===== src/rtl/uart_pkg.sv =====
// Shared types and helpers for the 8N1 UART receive path.
// Pure declarations: no logic, no latency, no flow control.
package uart_pkg;

  localparam int UART_DATA_BITS = 8;

  typedef enum logic [2:0] {
    IDLE       = 3'd0,
    START      = 3'd1,
    DATA       = 3'd2,
    STOP       = 3'd3,
    BREAK_WAIT = 3'd4
  } uart_rx_state_t;

  function automatic int clks_per_bit(input int freq, input int baud);
    return freq / baud;
  endfunction

  function automatic logic majority3(input logic a, input logic b, input logic c);
    return (a & b) | (a & c) | (b & c);
  endfunction

endpackage


===== src/rtl/uart_rx_sampler.sv =====
// Line conditioner: 2-flop synchroniser (2 cycles), optional 2-of-3 majority sample
// when UART_RX_MAJORITY_EN is defined; no flow control, always accepts the line.
module uart_rx_sampler
  import uart_pkg::*;
(
  input  logic clk,
  input  logic reset,
  input  logic rx,
  output logic rx_s,
  output logic rx_bit
);

  logic rx_meta;

  // Idle-high reset keeps the FSM from seeing a false start edge out of reset.
  always_ff @(posedge clk) begin
    if (reset) begin
      rx_meta <= 1'b1;
      rx_s    <= 1'b1;
    end else begin
      rx_meta <= rx;
      rx_s    <= rx_meta;
    end
  end

`ifdef UART_RX_MAJORITY_EN
  logic [1:0] rx_hist;

  always_ff @(posedge clk) begin
    if (reset) begin
      rx_hist <= 2'b11;
    end else begin
      rx_hist <= {rx_hist[0], rx_s};
    end
  end

  // Window is the current synchronised value plus the two before it, so a
  // one-cycle spike at the sample point is outvoted without adding latency.
  assign rx_bit = majority3(rx_s, rx_hist[0], rx_hist[1]);
`else
  assign rx_bit = rx_s;
`endif

endmodule


===== src/rtl/uart_receiver.sv =====
// 8N1 LSB-first UART receiver with holding register, valid/ack handshake, framing/overrun flags.
// rx_valid rises 2+HALF_BIT+9*CLKS_PER_BIT+1 cycles after the start edge; no stall, unacked bytes are overwritten (overrun).
module uart_receiver
  import uart_pkg::*;
#(
  parameter int CLOCK_FREQ = 50000000,
  parameter int BAUD_RATE  = 115200
) (
  input  logic       clk,
  input  logic       reset,
  input  logic       rx,
  output logic [7:0] data_out,
  output logic       rx_valid,
  input  logic       rx_ack,
  output logic       frame_err,
  output logic       overrun,
  output logic       busy
);

  localparam int CLKS_PER_BIT = clks_per_bit(CLOCK_FREQ, BAUD_RATE);
  localparam int HALF_BIT     = CLKS_PER_BIT / 2;

  localparam logic [15:0] BIT_LAST  = 16'(CLKS_PER_BIT - 1);
  localparam logic [15:0] HALF_LAST = 16'(HALF_BIT - 1);
  localparam int          IDX_W     = $clog2(UART_DATA_BITS);
  localparam logic [IDX_W-1:0] IDX_LAST = IDX_W'(UART_DATA_BITS - 1);

  uart_rx_state_t             state;
  logic [15:0]                cnt;
  logic [IDX_W-1:0]           bit_idx;
  logic [UART_DATA_BITS-1:0]  shift_reg;
  logic                       rx_s;
  logic                       rx_bit;

  uart_rx_sampler u_sampler (
    .clk    (clk),
    .reset  (reset),
    .rx     (rx),
    .rx_s   (rx_s),
    .rx_bit (rx_bit)
  );

  always_ff @(posedge clk) begin
    if (reset) begin
      state     <= IDLE;
      cnt       <= '0;
      bit_idx   <= '0;
      shift_reg <= '0;
      data_out  <= '0;
      rx_valid  <= 1'b0;
      frame_err <= 1'b0;
      overrun   <= 1'b0;
      busy      <= 1'b0;
    end else begin
      frame_err <= 1'b0;

      if (rx_valid && rx_ack) begin
        rx_valid <= 1'b0;
        overrun  <= 1'b0;
      end

      case (state)
        IDLE: begin
          if (!rx_s) begin
            state <= START;
            cnt   <= '0;
            busy  <= 1'b1;
          end
        end

        START: begin
          if (cnt == HALF_LAST) begin
            cnt <= '0;
            if (!rx_bit) begin
              state   <= DATA;
              bit_idx <= '0;
            end else begin
              state <= IDLE;
              busy  <= 1'b0;
            end
          end else begin
            cnt <= cnt + 16'd1;
          end
        end

        DATA: begin
          if (cnt == BIT_LAST) begin
            cnt                <= '0;
            shift_reg[bit_idx] <= rx_bit;
            if (bit_idx == IDX_LAST) begin
              state <= STOP;
            end else begin
              bit_idx <= bit_idx + 1'b1;
            end
          end else begin
            cnt <= cnt + 16'd1;
          end
        end

        STOP: begin
          if (cnt == BIT_LAST) begin
            cnt <= '0;
            if (rx_bit) begin
              // Completion overrides a same-cycle ack: the old byte counts as
              // consumed, so overrun is only raised when nobody took it.
              data_out <= shift_reg;
              rx_valid <= 1'b1;
              if (rx_valid && !rx_ack) begin
                overrun <= 1'b1;
              end
              state <= IDLE;
              busy  <= 1'b0;
            end else begin
              frame_err <= 1'b1;
              state     <= BREAK_WAIT;
            end
          end else begin
            cnt <= cnt + 16'd1;
          end
        end

        BREAK_WAIT: begin
          if (rx_s) begin
            state <= IDLE;
            busy  <= 1'b0;
          end
        end

        default: begin
          state <= IDLE;
          busy  <= 1'b0;
        end
      endcase
    end
  end

endmodule


===== config.mk =====
export PLATFORM = sky130hd
export DESIGN_NAME = uart_receiver
export DESIGN_NICKNAME = d
export VERILOG_FILES = /design/src/rtl/uart_pkg.sv /design/src/rtl/uart_rx_sampler.sv /design/src/rtl/uart_receiver.sv
export SDC_FILE = /design/constraint.sdc
export NUM_CORES = 1
export LEC_CHECK = 0
export BUFFER_PORTS_ARGS = -buffer_cell sky130_fd_sc_hd__buf_4
export CELL_PAD_IN_SITES_DETAIL_PLACEMENT = 1
export CELL_PAD_IN_SITES_GLOBAL_PLACEMENT = 1
export CORE_MARGIN = 8
export CORE_UTILIZATION = 45
export CTS_BUF_LIST = sky130_fd_sc_hd__clkbuf_16
export CTS_CLUSTER_SIZE = 24
export DETAILED_ROUTE_END_ITERATION = 10
export PLACE_DENSITY_LB_ADDON = 0.1
export RECOVER_POWER = 100
export SYNTH_ARGS = -nofsm -noshare
export SYNTH_HDL_FRONTEND = slang
export SYNTH_SLANG_ARGS = --single-unit

===== constraint.sdc =====
create_clock -name clk -period 2.9 [get_ports clk]
set_input_delay 0.145 -clock clk [delete_from_list [all_inputs] [get_ports clk]]
set_output_delay 0.145 -clock clk [all_outputs]
set_load 0.02 [all_outputs]

# Yosys cells after proc, flatten, opt, wreduce, memory -nomap -nowiden
# Cells that the tools add are included.
dict set report op_classes {
  order_cmp 2
  n_eq_ne 15
  add_sub_neg 2
  reduce_logical 15
  n_bitwise 3
  n_mux 36
}
# op count
set ops {}
lappend ops {{16-bit 2-to-1 mux} 3}
lappend ops {{16-bit one-hot mux with 3 select lines} 1}
lappend ops {{3-bit 2-to-1 mux} 11}
lappend ops {{16-bit by 1-bit adder with 16-bit output, second input constant} 1}
lappend ops {{16-bit by 8-bit equality test with 1-bit output, second input constant} 1}
lappend ops {{16-bit by 9-bit equality test with 1-bit output, second input constant} 1}
lappend ops {{1-bit 2-to-1 mux} 15}
lappend ops {{3-bit one-hot mux with 5 select lines} 1}
lappend ops {{2-bit inequality test, second input constant} 7}
lappend ops {{8-bit bitwise mux} 1}
lappend ops {{3-bit by 2-bit equality test with 1-bit output, second input constant} 2}
lappend ops {{3-bit equality test, second input constant} 2}
lappend ops {{3-bit one-hot mux with 2 select lines} 1}
lappend ops {{6-bit AND reduction} 1}
lappend ops {{1-bit one-hot mux with 5 select lines} 1}
lappend ops {{5-bit AND reduction} 1}
lappend ops {{3-bit by 4-bit less-than comparator with 1-bit output, second input constant} 1}
lappend ops {{2-bit AND reduction} 2}
lappend ops {{4-bit AND reduction} 1}
lappend ops {{3-bit by 1-bit adder with 3-bit output, second input constant} 1}
lappend ops {{1-bit demux with 3-bit select} 1}
lappend ops {{3-bit by 1-bit equality test with 1-bit output, second input constant} 1}
lappend ops {{3-bit by 1-bit >= comparator with 1-bit output, second input constant} 1}
lappend ops {{1-bit logical AND} 3}
lappend ops {{other kinds (10)} 12}
dict set report totals {
  word_cells 84
  register_bits 44
  input_bits 4
  output_inout_bits 12
}

# Logic depth before layout (Yosys ltp)
# Gate-level depths: netlist of run 1.
dict set report logic_depth {
  ltp_word 6
  mapped_depth 8
  ltp_nobuf 7
}

# Modules after synthesis
# From an unflattened synthesis of run 1, not the netlist that was laid out.
dict set report hier_totals {
  cells_unflattened 256
  area_unflattened_um2 2184.6
}
# module area_per_inst_um2 seq_area_each_um2 cells_each n_inst
set by_module_without_submodules {}
lappend by_module_without_submodules {uart_receiver 2124.5 840.8 251 1}
lappend by_module_without_submodules {uart_rx_sampler 60.1 40.0 5 1}

# Worst setup path before layout of run 1
# OpenSTA, ideal clock, no wires.
dict set report synth_path {
  kind {register to register}
  from {register cnt[13]}
  to {register bit_idx[0]}
  required_time_ps 2779
  setup_ps 121
  stages_incl_launch_ff 6
  path_buffers 0
  setup_slack_ps 712
  t_arrival_ps 2068
  synth_period_minus_slack_ps 2188
  path_cell_list {dfxtp_1 > or4_4 > or3_1 > nor4_1 > o22a_1 > mux2_2}
}
dict set report synth_between {
  elab_chain_cells 3
  word_cells_on_any_way 5
  cone_classes {4 x eq/ne; 1 x reduce/logical}
}
# element line_no
set synth_rtl {}
lappend synth_rtl {{start, declared} uart_receiver.sv:29} ;# logic [15:0] cnt;
lappend synth_rtl {{start signal, assigned} uart_receiver.sv:82} ;# cnt <= cnt + 16'd1;
lappend synth_rtl {{start signal, assigned} uart_receiver.sv:96} ;# cnt <= cnt + 16'd1;
lappend synth_rtl {{start signal, assigned} uart_receiver.sv:118} ;# cnt <= cnt + 16'd1;
lappend synth_rtl {{16-bit by 9-bit equality test with 1-bit output or 16-bit by 8-bit equality test with 1-bit output (tied branches)} {uart_receiver.sv:87, uart_receiver.sv:72}}
lappend synth_rtl {{2-bit inequality test (no source line)} n/a}
lappend synth_rtl {{5-bit AND reduction (no source line) (*)} n/a}
lappend synth_rtl {{end signal, assigned} uart_receiver.sv:93} ;# bit_idx <= bit_idx + 1'b1;
lappend synth_rtl {{end, declared} uart_receiver.sv:30} ;# logic [IDX_W-1:0] bit_idx;
# Every way passes the cells marked *; elsewhere a longest branch is shown, timed or not.
# A chain may end at the register's enable or synchronous reset.

# Worst setup path in the final report of run 1
dict set report layout_path {
  from {register cnt[9]}
  to {register state[0]}
}
dict set report layout_between {
  elab_chain_cells 3
  word_cells_on_any_way 6
  cone_classes {5 x eq/ne; 1 x reduce/logical}
}
# element line_no
set layout_rtl {}
lappend layout_rtl {{16-bit by 9-bit equality test with 1-bit output or 16-bit by 8-bit equality test with 1-bit output (tied branches)} {uart_receiver.sv:87, uart_receiver.sv:101, uart_receiver.sv:72}}
lappend layout_rtl {{2-bit inequality test (no source line)} n/a}
lappend layout_rtl {{6-bit AND reduction (no source line) (*)} n/a}
lappend layout_rtl {{end signal, assigned} uart_receiver.sv:91} ;# state <= STOP;
lappend layout_rtl {{end signal, assigned} uart_receiver.sv:111} ;# state <= IDLE;
lappend layout_rtl {{end signal, assigned} uart_receiver.sv:115} ;# state <= BREAK_WAIT;
lappend layout_rtl {{end, declared} uart_receiver.sv:28} ;# uart_rx_state_t state;
# Marked as above.

==> results of run 1 <==
## layout make-up
class	count	area (um^2)	area share
Clock buffer	5	125	0.0522
Sequential cell	44	881	0.367
Clock inverter	3	46.3	0.0193
Inverter	4	15.0	0.00626
Timing Repair Buffer	17	76.3	0.0318
Tap cell	54	67.6	0.0282
Multi-Input combinational cell	183	1190	0.495
## where the power goes
| group | switching (W) | total, W | leakage [nW] | internal [W] |
|---|---|---|---|---|
| sequential | 0.00000574 | 0.000614 | 0.355 | 0.000608 |
| combinational | 0.0000258 | 0.0000391 | 0.373 | 0.0000133 |
| clock | 0.000238 | 0.000647 | 0.0804 | 0.000409 |
## how the worst min path moves through the flow
stage | from | to | slack (ns) | cells after the start
after floorplan | rx_ack | register | 0.24 | 1
after global placement | rx | u_sampler.rx_meta | 0.33 | 2
after detailed placement | rx | u_sampler.rx_meta | 0.33 | 2
after CTS | rx | u_sampler.rx_meta | 0.04 | 2
after global routing | rx | u_sampler.rx_meta | 0.04 | 2
final | rx | u_sampler.rx_meta | 0.04 | 2
## cell usage in the layout, fill, tap and decap left out, drive strengths merged, types with 2 or more instances in the layout
master  count
a211oi      2
a21oi      13
a31oi       9
a41oi       3
and2        2
and3        4
buf         3
clkbuf     19
dfxtp      44
ha          5
inv         5
mux2i      18
nand2      20
nand2b     13
nand3      10
nand3b      4
nand4       5
nor2       23
nor2b       3
nor3        5
nor3b       3
nor4        5
o21ai       9
o32ai       2
or2         3
or3         4
or3b        2
or4         3
xor2        5
## critical path, cell delays in order (launching register included)
cell	delay [ns]
dfxtp_1	0.34
or4_1	0.71
nor4_4	0.42
o22ai_1	0.24
or4_1	0.50
a21oi_1	0.13
## through the flow
stage / instances / hold WS [ns]
floorplan: 247 / 0.242
global placement: 302 / 0.330
detailed placement: 302 / 0.334
CTS: 310 / 0.0406
global route: 310 / 0.0418
finish: 310 / 0.0422
## layer usage
layer | vias up | wire, um | track usage
met5 | - | 0 | 0
met4 | 0 | 68 | 0.0573
met3 | 8 | 110 | 0.0319
met2 | 21 | 2310 | 0.239
met1 | 858 | 2200 | 0.158
li1 | 898 | - | -
## logic make-up after synthesis
kind of cell	count (synthesis)	synth area share
adder cells (fa/ha/maj)	5	0.0289
AND/OR/NAND/NOR	110	0.285
multiplexers	19	0.0885
flip-flops	44	0.407
buffers and inverters	20	0.0364
AO/OA/AOI/OAI	44	0.134
XOR/XNOR	5	0.0202
==> results.toml, run 1 <==
[timing]
min_period_ns = 2.44
worstMarginPinSlew_ns = 1.43
rsz0062_at_grt = "no"
relSlewSlack = 0.0456
worst_slack_ns = 0.458
finalClockSkew_ns = 0.00500
max_freq_mhz = 409
final-max-slew-violation-count = 0
period_share = 0.842
final-hold-violation-count = 0
setup_violations = 0
final.setup.tns_ns = 0

[setup_path]
r2r_slack_ns = 0.46
crit_type = "reg -> reg"
startpoint = "cnt[9]"
cp_data_required_time_ns = 3.09
start_kind = "register"
cp.arrival_ns = 2.64
rr_endpoint = "state[0]"
reg2regPathDepth = 5
crit_path_end_kind = "register"
r2r-start = "cnt[9]"
crit_end = "state[0]"
crit_fanout = 6

[yosys]
syn_inst = 247
async_reset_ff_frac = 0
synth_top_area_frac = 0.407
synth_area_um2 = 2160
synth_fp_nets = 256
synth_most_common_cell = "dfxtp_1"
yosys.area.top_type = "dfxtp_1"
avgSynthCellArea_um2 = 8.76
ys_types = 43
synth.area.top_cells = "dfxtp_1, mux2i_1, nor2_1"
ys.flop_type = "dfxtp_1"
synth_edf_count = 0
synth_common_cells = "dfxtp_1, nor2_1, nand2_1, mux2i_1"
ys_seq_area_frac = 0.407
synth_seq_cells = 44
yosysWarnings = 0

[cells_and_area]
fin_area_um2 = 2400
largest_reg_flops = 16
area_growth_pct = 10.8
diodes = 0
drive_gt1_frac = 0.0859
final_util = 0.511
fill_cells = 558
layout.nets = 264

[pwr]
total_power_w = 0.00130
p_leak_nw = 0.809
ir_drop_mv = 0.322
cellPowerDensity_nw_per_um2 = 542

[routing]
drt_pass1_iterations = 4
routed_wl_mm = 4.69
ant_nets = 0
vias = 1785
drtIter0Drc = 76
wire_per_inst_um = 15.1
drc = 0
via_per_inst = 5.76

[placed_design]
port_buffers = 15
hpwl_mm = 3.28
preCtsSetupSlack_ns = 0.516
dpl_cell_area_um2 = 2300
gp_congestion = 0.816

[clock_network]
clk_root_buffer_cell = "clkbuf_16"
cts_tree = "yes"
cts_resized = 0
path_clk_slew_ns = 0.06
post-cts-setup-buffers = 0
ctsHoldBuffers = 0
cts.path.max_buffers = 2
clock_latency_ns = 0.28
cts_buffers = 5
cts_sinks = 44
cts_max_level = 2

[hold_path]
hp-class = "in -> reg"

[floorplanning]
start_util = 0.461
die_area_um2 = 7280
core_um2 = 4690
num_rows = 25
io-pin-count = 16
die_w_um = 85.3
die_h_um = 85.3

[global_route]
antenna_found_initial = 0
grt_first_pass_wirelength_mm = 8.17
grt_max_degree = 38
grtUsageTotal = 0.138
grt-ovfl-total = 0
grt_pass1_vias = 1785

[job]
drv_cap = 0

[run_status]
status = "finished, final reports clean"
Note: power is estimated with default switching activity, not from simulation.
==> inputs of run 2 (changes only) <==
Settings changed: CORE_UTILIZATION 45 to 41.
Clock period 2.9 ns to 2.2 ns, I/O delays scaled along.
==> results.toml, run 2 (synthesis results as in run 1) <==
[placed_design]
gp_congestion = 0.826
hpwl_mm = 3.81
dpl_cell_area_um2 = 2500
placed_cells = 341
port_buffers = 15

[setup_path]
rr_endpoint = "state[0]"
cp_data_required_time_ns = 2.42
cp.arrival_ns = 2.37
crit_type = "reg -> reg"
crit_path_end_kind = "register"
reg2regPathDepth = 6
r2r-start = "cnt[13]"
r2r_slack_ns = 0.05
start_kind = "register"
crit_fanout = 3

[timing]
min_period_ns = 2.15
rsz0062_at_grt = "yes"
max_freq_mhz = 464
final-max-slew-violation-count = 0
relSlewSlack = 0.702
hold_ws_ns = 0.0110
worstMarginPinSlew_ns = 0.445
period_share = 0.979
setup_violations = 0
final-hold-violation-count = 0
finalClockSkew_ns = 0.00457

[global_route]
grtUsageTotal = 0.155
grt_max_degree = 38
grt-ovfl-total = 0
grt_pass1_vias = 1999
grt_first_pass_wirelength_mm = 9.65
antenna_found_initial = 0

[clock_network]
path_clk_slew_ns = 0.06
cts.path.max_buffers = 2
cts_buffers = 5
cts_sinks = 44
cts_max_level = 2
clock_latency_ns = 0.29
cts_tree = "yes"
clk_root_buffer_cell = "clkbuf_16"

[pwr]
p_leak_nw = 0.973
cellPowerDensity_nw_per_um2 = 636
ir_drop_mv = 0.498
total_power_w = 0.00174

[routing]
drtIter0Drc = 60
drt_pass1_iterations = 4
drc = 0
wire_per_inst_um = 15.7
routed_wl_mm = 5.55
ant_nets = 0
vias = 1916
via_per_inst = 5.41

[floorplanning]
die_h_um = 88.6
core_um2 = 5110
num_rows = 26
die_w_um = 88.6
start_util = 0.424
die_area_um2 = 7860
io-pin-count = 16

[cells_and_area]
drive_gt1_frac = 0.229
area_growth_pct = 26.4
final_util = 0.536
final_common_cell = "dfxtp_1"
fin_cells = 354
diodes = 0
fill_cells = 607
layout.nets = 292
fin_area_um2 = 2740
final_cell_mix = "dfxtp_1, buf_4, nor2_1"
largest_reg_flops = 16

[run_status]
status = "finished, final reports clean"

[hold_path]
min-delay-start = "rx_ack"
min_path_cells = 2
hp-class = "in -> reg"

[job]
drv_cap = 0
==> run 2: report_power, final <==
part	internal, W	switching (W)	leakage (nW)
clock network	0.000540	0.000327	0.0804
logic	0.0000283	0.0000396	0.537
registers	0.000801	0.00000511	0.356
total	0.00137	0.000371	0.973
==> run 2: final cells by class <==
type / instances / area [um^2] / area share
Sequential cell: 44 / 882 / 0.323
Timing Repair Buffer: 45 / 319 / 0.117
Clock inverter: 3 / 46.3 / 0.0169
Inverter: 4 / 15.0 / 0.00549
Clock buffer: 5 / 125 / 0.0457
Tap cell: 70 / 87.6 / 0.0320
Multi-Input combinational cell: 183 / 1260 / 0.461
==> run 2: worst max-delay path by stage <==
stage	startpoint	endpoint	cells after the start
after global routing	cnt[13]	shift_reg[2]	6
after floorplan	cnt[13]	bit_idx[0]	5
after global placement	cnt[13]	bit_idx[0]	5
after detailed placement	cnt[13]	bit_idx[0]	5
final	cnt[13]	state[0]	6
after CTS	cnt[14]	state[0]	6
==> run 2: layer usage <==
| layer | track usage | part of all wire | wire [um] | vias to the layer above |
|---|---|---|---|---|
| met4 | 0.0461 | 0.014 | 80 | 0 |
| met3 | 0.0334 | 0.023 | 129 | 8 |
| met1 | 0.183 | 0.45 | 2470 | 932 |
| met5 | 0 | 0 | 0 | - |
| li1 | - | - | - | 952 |
| met2 | 0.270 | 0.52 | 2870 | 24 |
==> run 2: repair_timing <==
item,CTS,global route
resized for setup,5,13
pin swaps,7,7
hold buffers,1,0
hold endpoints to repair,1,0
setup endpoints to repair,4,12
buffers inserted,3,1
==> run 2: worst max-delay path, cell delays in order, from the launching register on <==
cell and delay (ns):
dfxtp_1 0.32, or4_4 0.56, buf_6 0.15, nor4_4 0.31, o22ai_2 0.13, or4_4 0.50, a21oi_2 0.12
==> run 2: through the flow <==
stage / setup WS, ns / setup TNS (ns)
after floorplan: 0.0115 / 0
after global placement: 0.0273 / 0
after detailed placement: -0.116 / -0.162
after CTS: -0.0122 / -0.0122
after global routing: -0.0509 / -0.0931
final: 0.0469 / 0
